`config.mk`:
```
export PLATFORM = sky130hd
export DESIGN_NAME = sync_pulse_pacer
export DESIGN_NICKNAME = d
export VERILOG_FILES = /design/src/rtl/gnrl_sync_pkg.sv /design/src/rtl/sat_updown_cnt.sv /design/src/rtl/sync_pulse_pacer.sv
export SDC_FILE = /design/constraint.sdc
export NUM_CORES = 1
export LEC_CHECK = 0
export ABC_CLOCK_PERIOD_IN_PS = 2620
export BUFFER_PORTS_ARGS = -buffer_cell sky130_fd_sc_hd__buf_4
export CAP_MARGIN = 40
export CORE_MARGIN = 2
export CORE_UTILIZATION = 45
export CTS_CLUSTER_DIAMETER = 150
export DETAILED_ROUTE_END_ITERATION = 6
export MAX_ROUTING_LAYER = met4
export PLACE_DENSITY = 0.65
export SYNTH_ARGS = -nofsm -noshare
export SYNTH_HDL_FRONTEND = slang
export SYNTH_SLANG_ARGS = --single-unit
```
`constraint.sdc`:
```
create_clock -name clk -period 2.62 [get_ports clk]
set_input_delay 0.262 -clock clk [delete_from_list [all_inputs] [get_ports clk]]
set_output_delay 0.262 -clock clk [all_outputs]
set_load 0.005 [all_outputs]
```
`src/rtl/gnrl_sync_pkg.sv`:
```
// Shared definitions for the pulse-synchronizer helper blocks.
package gnrl_sync_pkg;

    localparam int unsigned GAP_MIN = 1;

    typedef enum logic {
        PACE_IDLE = 1'b0,
        PACE_GAP  = 1'b1
    } pace_state_e;

endpackage

```
`src/rtl/sat_updown_cnt.sv`:
```
// Saturating up/down counter; flags an increment lost at the maximum value.
module sat_updown_cnt #(
    parameter int unsigned W = 4
) (
    input  logic         clk,
    input  logic         reset,
    input  logic         inc_i,
    input  logic         dec_i,
    output logic [W-1:0] cnt_o,
    output logic         sat_drop_o
);

    logic [W-1:0] cnt_q;
    logic [W-1:0] cnt_d;
    logic         at_max_s;
    logic         at_zero_s;

    assign at_max_s  = (cnt_q == {W{1'b1}});
    assign at_zero_s = (cnt_q == {W{1'b0}});
    assign cnt_o     = cnt_q;

    // next count; simultaneous inc and dec cancel even at the maximum
    always_comb begin
        cnt_d      = cnt_q;
        sat_drop_o = 1'b0;
        case ({inc_i, dec_i})
            2'b10: begin
                if (at_max_s) begin
                    sat_drop_o = 1'b1;
                end else begin
                    cnt_d = cnt_q + W'(1);
                end
            end
            2'b01: begin
                if (at_zero_s) begin
                    cnt_d = cnt_q;
                end else begin
                    cnt_d = cnt_q - W'(1);
                end
            end
            default: cnt_d = cnt_q;
        endcase
    end

    // count register
    always_ff @(posedge clk) begin
        if (reset) begin
            cnt_q <= {W{1'b0}};
        end else begin
            cnt_q <= cnt_d;
        end
    end

endmodule

```
`src/rtl/sync_pulse_pacer.sv`:
```
// Paces event strobes into single-cycle pulses at least GAP idle cycles apart,
// so a downstream toggle synchronizer never merges two events.
module sync_pulse_pacer
    import gnrl_sync_pkg::*;
#(
    parameter int unsigned GAP  = 4,
    parameter int unsigned CNTW = 4
) (
    input  logic            clk,
    input  logic            reset,
    input  logic            evt_in,
    input  logic            ovf_clr,
    output logic            pulse_out,
    output logic [CNTW-1:0] pending,
    output logic            overflow,
    output logic            busy
);

    localparam int unsigned GW = $clog2(GAP + 1);

    if (GAP < GAP_MIN) begin : g_gap_check
        $error("sync_pulse_pacer: GAP must be at least GAP_MIN");
    end

    pace_state_e state_q, state_d;
    logic [GW-1:0] gcnt_q, gcnt_d;
    logic          pulse_q, pulse_d;
    logic          ovf_q, ovf_d;
    logic          tail_q, tail_d;
    logic          emit_s;
    logic          drop_s;

    sat_updown_cnt #(.W(CNTW)) u_pend_cnt (
        .clk       (clk),
        .reset     (reset),
        .inc_i     (evt_in),
        .dec_i     (emit_s),
        .cnt_o     (pending),
        .sat_drop_o(drop_s)
    );

    assign emit_s = (state_q == PACE_IDLE) && ((pending != {CNTW{1'b0}}) || evt_in);

    // gap sequencing; tail_q marks the first IDLE cycle after a gap, which still counts as busy
    always_comb begin
        state_d = state_q;
        gcnt_d  = gcnt_q;
        pulse_d = 1'b0;
        tail_d  = 1'b0;
        case (state_q)
            PACE_IDLE: begin
                if (emit_s) begin
                    pulse_d = 1'b1;
                    gcnt_d  = GW'(GAP);
                    state_d = PACE_GAP;
                end else begin
                    gcnt_d  = {GW{1'b0}};
                    state_d = PACE_IDLE;
                end
            end
            PACE_GAP: begin
                gcnt_d = gcnt_q - GW'(1);
                if (gcnt_q == GW'(1)) begin
                    state_d = PACE_IDLE;
                    tail_d  = 1'b1;
                end else begin
                    state_d = PACE_GAP;
                end
            end
            default: begin
                state_d = PACE_IDLE;
                gcnt_d  = {GW{1'b0}};
            end
        endcase
    end

    // sticky overflow: a drop in the same cycle as a clear wins
    always_comb begin
        if (drop_s) begin
            ovf_d = 1'b1;
        end else if (ovf_clr) begin
            ovf_d = 1'b0;
        end else begin
            ovf_d = ovf_q;
        end
    end

    // state registers
    always_ff @(posedge clk) begin
        if (reset) begin
            state_q <= PACE_IDLE;
            gcnt_q  <= {GW{1'b0}};
            pulse_q <= 1'b0;
            ovf_q   <= 1'b0;
            tail_q  <= 1'b0;
        end else begin
            state_q <= state_d;
            gcnt_q  <= gcnt_d;
            pulse_q <= pulse_d;
            ovf_q   <= ovf_d;
            tail_q  <= tail_d;
        end
    end

    assign pulse_out = pulse_q;
    assign overflow  = ovf_q;
    assign busy      = (pending != {CNTW{1'b0}}) || (state_q == PACE_GAP) || tail_q;

endmodule

```
==> impl_metrics.json <==
{
  "ant_nets": 0,
  "dieWidth_um": 40.4,
  "final_area_um2": 698,
  "wl_per_cell_um": 10.6,
  "worst_pin_slew_ns": 0.418,
  "timing.fmax_ghz": 0.423,
  "cp-start-kind": "register",
  "avgSynthCellArea_um2": 9.04,
  "hold_end": "u_pend_cnt.cnt_o[3]",
  "critPathMaxFanout": 8,
  "async_flop_share_pct": 0,
  "row_count": 13,
  "htreeDepth": 1,
  "final_common_cell": "dfxtp_1",
  "cts_sinks": 11,
  "synthesis.nets": 76,
  "post_drt_via_cell_ratio": 5.10,
  "setup_slack_ns": 0.254,
  "r2r-start": "u_pend_cnt.cnt_o[2]",
  "cts_buffers": 3,
  "hold_viol": 0,
  "grt_pass1_wl_um": 1520,
  "ys_types": 28,
  "grt_start_max_net_pins": 10,
  "critPathMaxStageDelay_ns": 0.38,
  "post-dp-hpwl_um": 743,
  "initial_core_util_pct": 47.0,
  "synth-compound-area-share_pct": 14.9,
  "overflow": 0,
  "insertion_delay_ns": 0.27,
  "diodes": 0,
  "worstHoldStart": "reset",
  "slew_viol_final": 0,
  "critPathSlowestCell": "dfxtp_1",
  "dp_cells": 89,
  "critPathRequiredTime_ns": 2.81,
  "antenna_found_initial": 0,
  "num_vias": 474,
  "slew_headroom_pct": 72.1,
  "cts_tree": "done",
  "clockBufferDepth": 2,
  "crit_path_end_kind": "register",
  "netlist_area_um2": 597,
  "first_pass_iters": 2,
  "synthMuxAreaShare_pct": 0,
  "synth_edf_count": 0,
  "path_class": "reg -> reg",
  "fp.dieH_um": 40.4,
  "power_density_nw_per_um2": 1080,
  "ir_drop_mv": 0.420,
  "synth_ff_type": "dfxtp_1",
  "drive_gt1_share_pct": 24.4,
  "r2r_end": "u_pend_cnt.cnt_o[2]",
  "synth_top_family_by_area": "simple AND/OR/NAND/NOR gates",
  "p_leak_nw": 0.324,
  "area_growth_pct": 17.0,
  "postSynthCellCount": 66,
  "hold_buffers": 0,
  "place_congestion": 0.672,
  "worst-r2r-cell-count": 10,
  "final_cells": 93,
  "fin_crit_ns": 2.37,
  "clockRootBuffer": "clkbuf_4",
  "ctsResizeCount": 0,
  "hold_class": "in -> reg",
  "ioPinCount": 11,
  "synth_warnings": 0,
  "cts_setup_buffers": 0,
  "synth_fa_ha_area_share_pct": 12.6,
  "wl_um": 983,
  "core-area_um2": 1270,
  "synth-xor-area-share_pct": 4.40,
  "path_common_cell": "ha_1",
  "grt_pass1_vias": 366,
  "cts.clk_slew.worst_paths_ns": 0.07,
  "cp_cell_sequence": "nor4_2, a21o_1, inv_1, ha_1, xor2_1, ha_1, a21oi_1, xnor2_1, and4_1, nor3_1",
  "drt_iter0_drc": 1,
  "die-area_um2": 1630,
  "pre_cts_slack_ns": 0.256,
  "place_area_um2": 672,
  "route.detailed.drc": 0,
  "status": "completed",
  "ys_ff_latch": 11,
  "final.period_utilization_pct": 90.3,
  "grt_setup_unrepaired": "false",
  "holdPathStages": 2,
  "finClkSkew_ns": 0.00661,
  "final_util_pct": 55.0,
  "layout_common_cells": "dfxtp_1 (11), buf_4 (10), inv_1 (7), nor2_1 (7)",
  "synthSimpleGateAreaFrac_pct": 23.7,
  "setup_viol": 0,
  "portBuffers": 10,
  "setup_tns_ns": 0,
  "maxCapViolations": 0,
  "rrSetupSlack_ns": 0.25,
  "track_usage_pct": 14.9,
  "nets": 89,
  "synth-seq-area-share_pct": 36.9,
  "cp.arrival_ns": 2.56
}
==> per-layer routing <==
| layer | vias to the layer above | part of all wire [%] | wire length, µm | track usage, % |
|---|---|---|---|---|
| met1 | 217 | 47 | 463 | 18.5 |
| met4 | 0 | 2.3 | 23 | 12.5 |
| met3 | 4 | 2.3 | 23 | 1.67 |
| met5 | - | 0 | 0 | - |
| met2 | 6 | 48 | 474 | 21.4 |
| li1 | 247 | - | - | - |
==> per-stage QoR <==
step                      hold slack [ns]  power [mW]
after floorplan                     0.417       0.539
after global placement              0.427       0.646
after detailed placement            0.436       0.646
after CTS                           0.214       0.764
after global routing                0.215       0.824
final                               0.223       0.754
==> Yosys cell counts (all sizes together), types with 2 or more instances <==
cell type / instances / share of area, %
dfxtp: 11 / 37
a21oi: 7 / 6.5
inv: 7 / 4.4
nor2: 7 / 4.4
ha: 6 / 13
nand2: 3 / 1.9
nand2b: 3 / 3.1
a311oi: 2 / 2.9
and3: 2 / 2.3
buf: 2 / 3.1
o21ai: 2 / 1.7
xor2: 2 / 2.9
==> kinds of logic (layout without fill, tap and decap cells) <==
group	Yosys count	in the layout
simple gates	24	24
compound gates	13	13
flops	11	11
buf+inv	9	21
fa+ha+maj	6	6
xor+xnor	3	3
==> worst max-delay path: cells and delay by family (launching register included) <==
kind                       cells  cell delay, ns
and+or+nand+nor                3            0.73
xor gates and xnor gates       2            0.27
adders and majority gates      2            0.44
DFF                            1            0.38
buffers and inverters          1            0.08
AOI/OAI and AO/OA              2            0.39
==> sequential cells by signal, indices dropped and copies added, names as in the netlist <==
name              count
gcnt_q                3
overflow              1
pulse_out             1
state_q               1
tail_q                1
u_pend_cnt.cnt_o      4
==> how the worst max path moves through the flow <==
stage,start,end,slack (ns),depth (start not counted)
final,u_pend_cnt.cnt_o[2],u_pend_cnt.cnt_o[2],0.25,10
after global routing,u_pend_cnt.cnt_o[2],u_pend_cnt.cnt_o[2],0.04,10
after CTS,u_pend_cnt.cnt_o[2],u_pend_cnt.cnt_o[2],0.23,10
after detailed placement,u_pend_cnt.cnt_o[2],u_pend_cnt.cnt_o[2],0.26,10
after global placement,u_pend_cnt.cnt_o[2],u_pend_cnt.cnt_o[2],0.30,10
after floorplan,u_pend_cnt.cnt_o[1],u_pend_cnt.cnt_o[2],0.44,11
==> power breakdown <==
part	leakage (nW)	total, mW	switching [mW]	internal, mW
clock	0.0150	0.115	0.0559	0.0589
combinational	0.218	0.356	0.171	0.185
sequential	0.0907	0.283	0.0654	0.218
==> final cells by class <==
class,instances,area (µm²)
Fill cell,131,571
Multi-Input combinational cell,46,332
Sequential cell,11,220
Timing Repair Buffer,10,75.1
Clock buffer,4,26.3
Inverter,7,26.3
Tap cell,15,18.8
No activity file was read; power rests on OpenSTA's default activity.
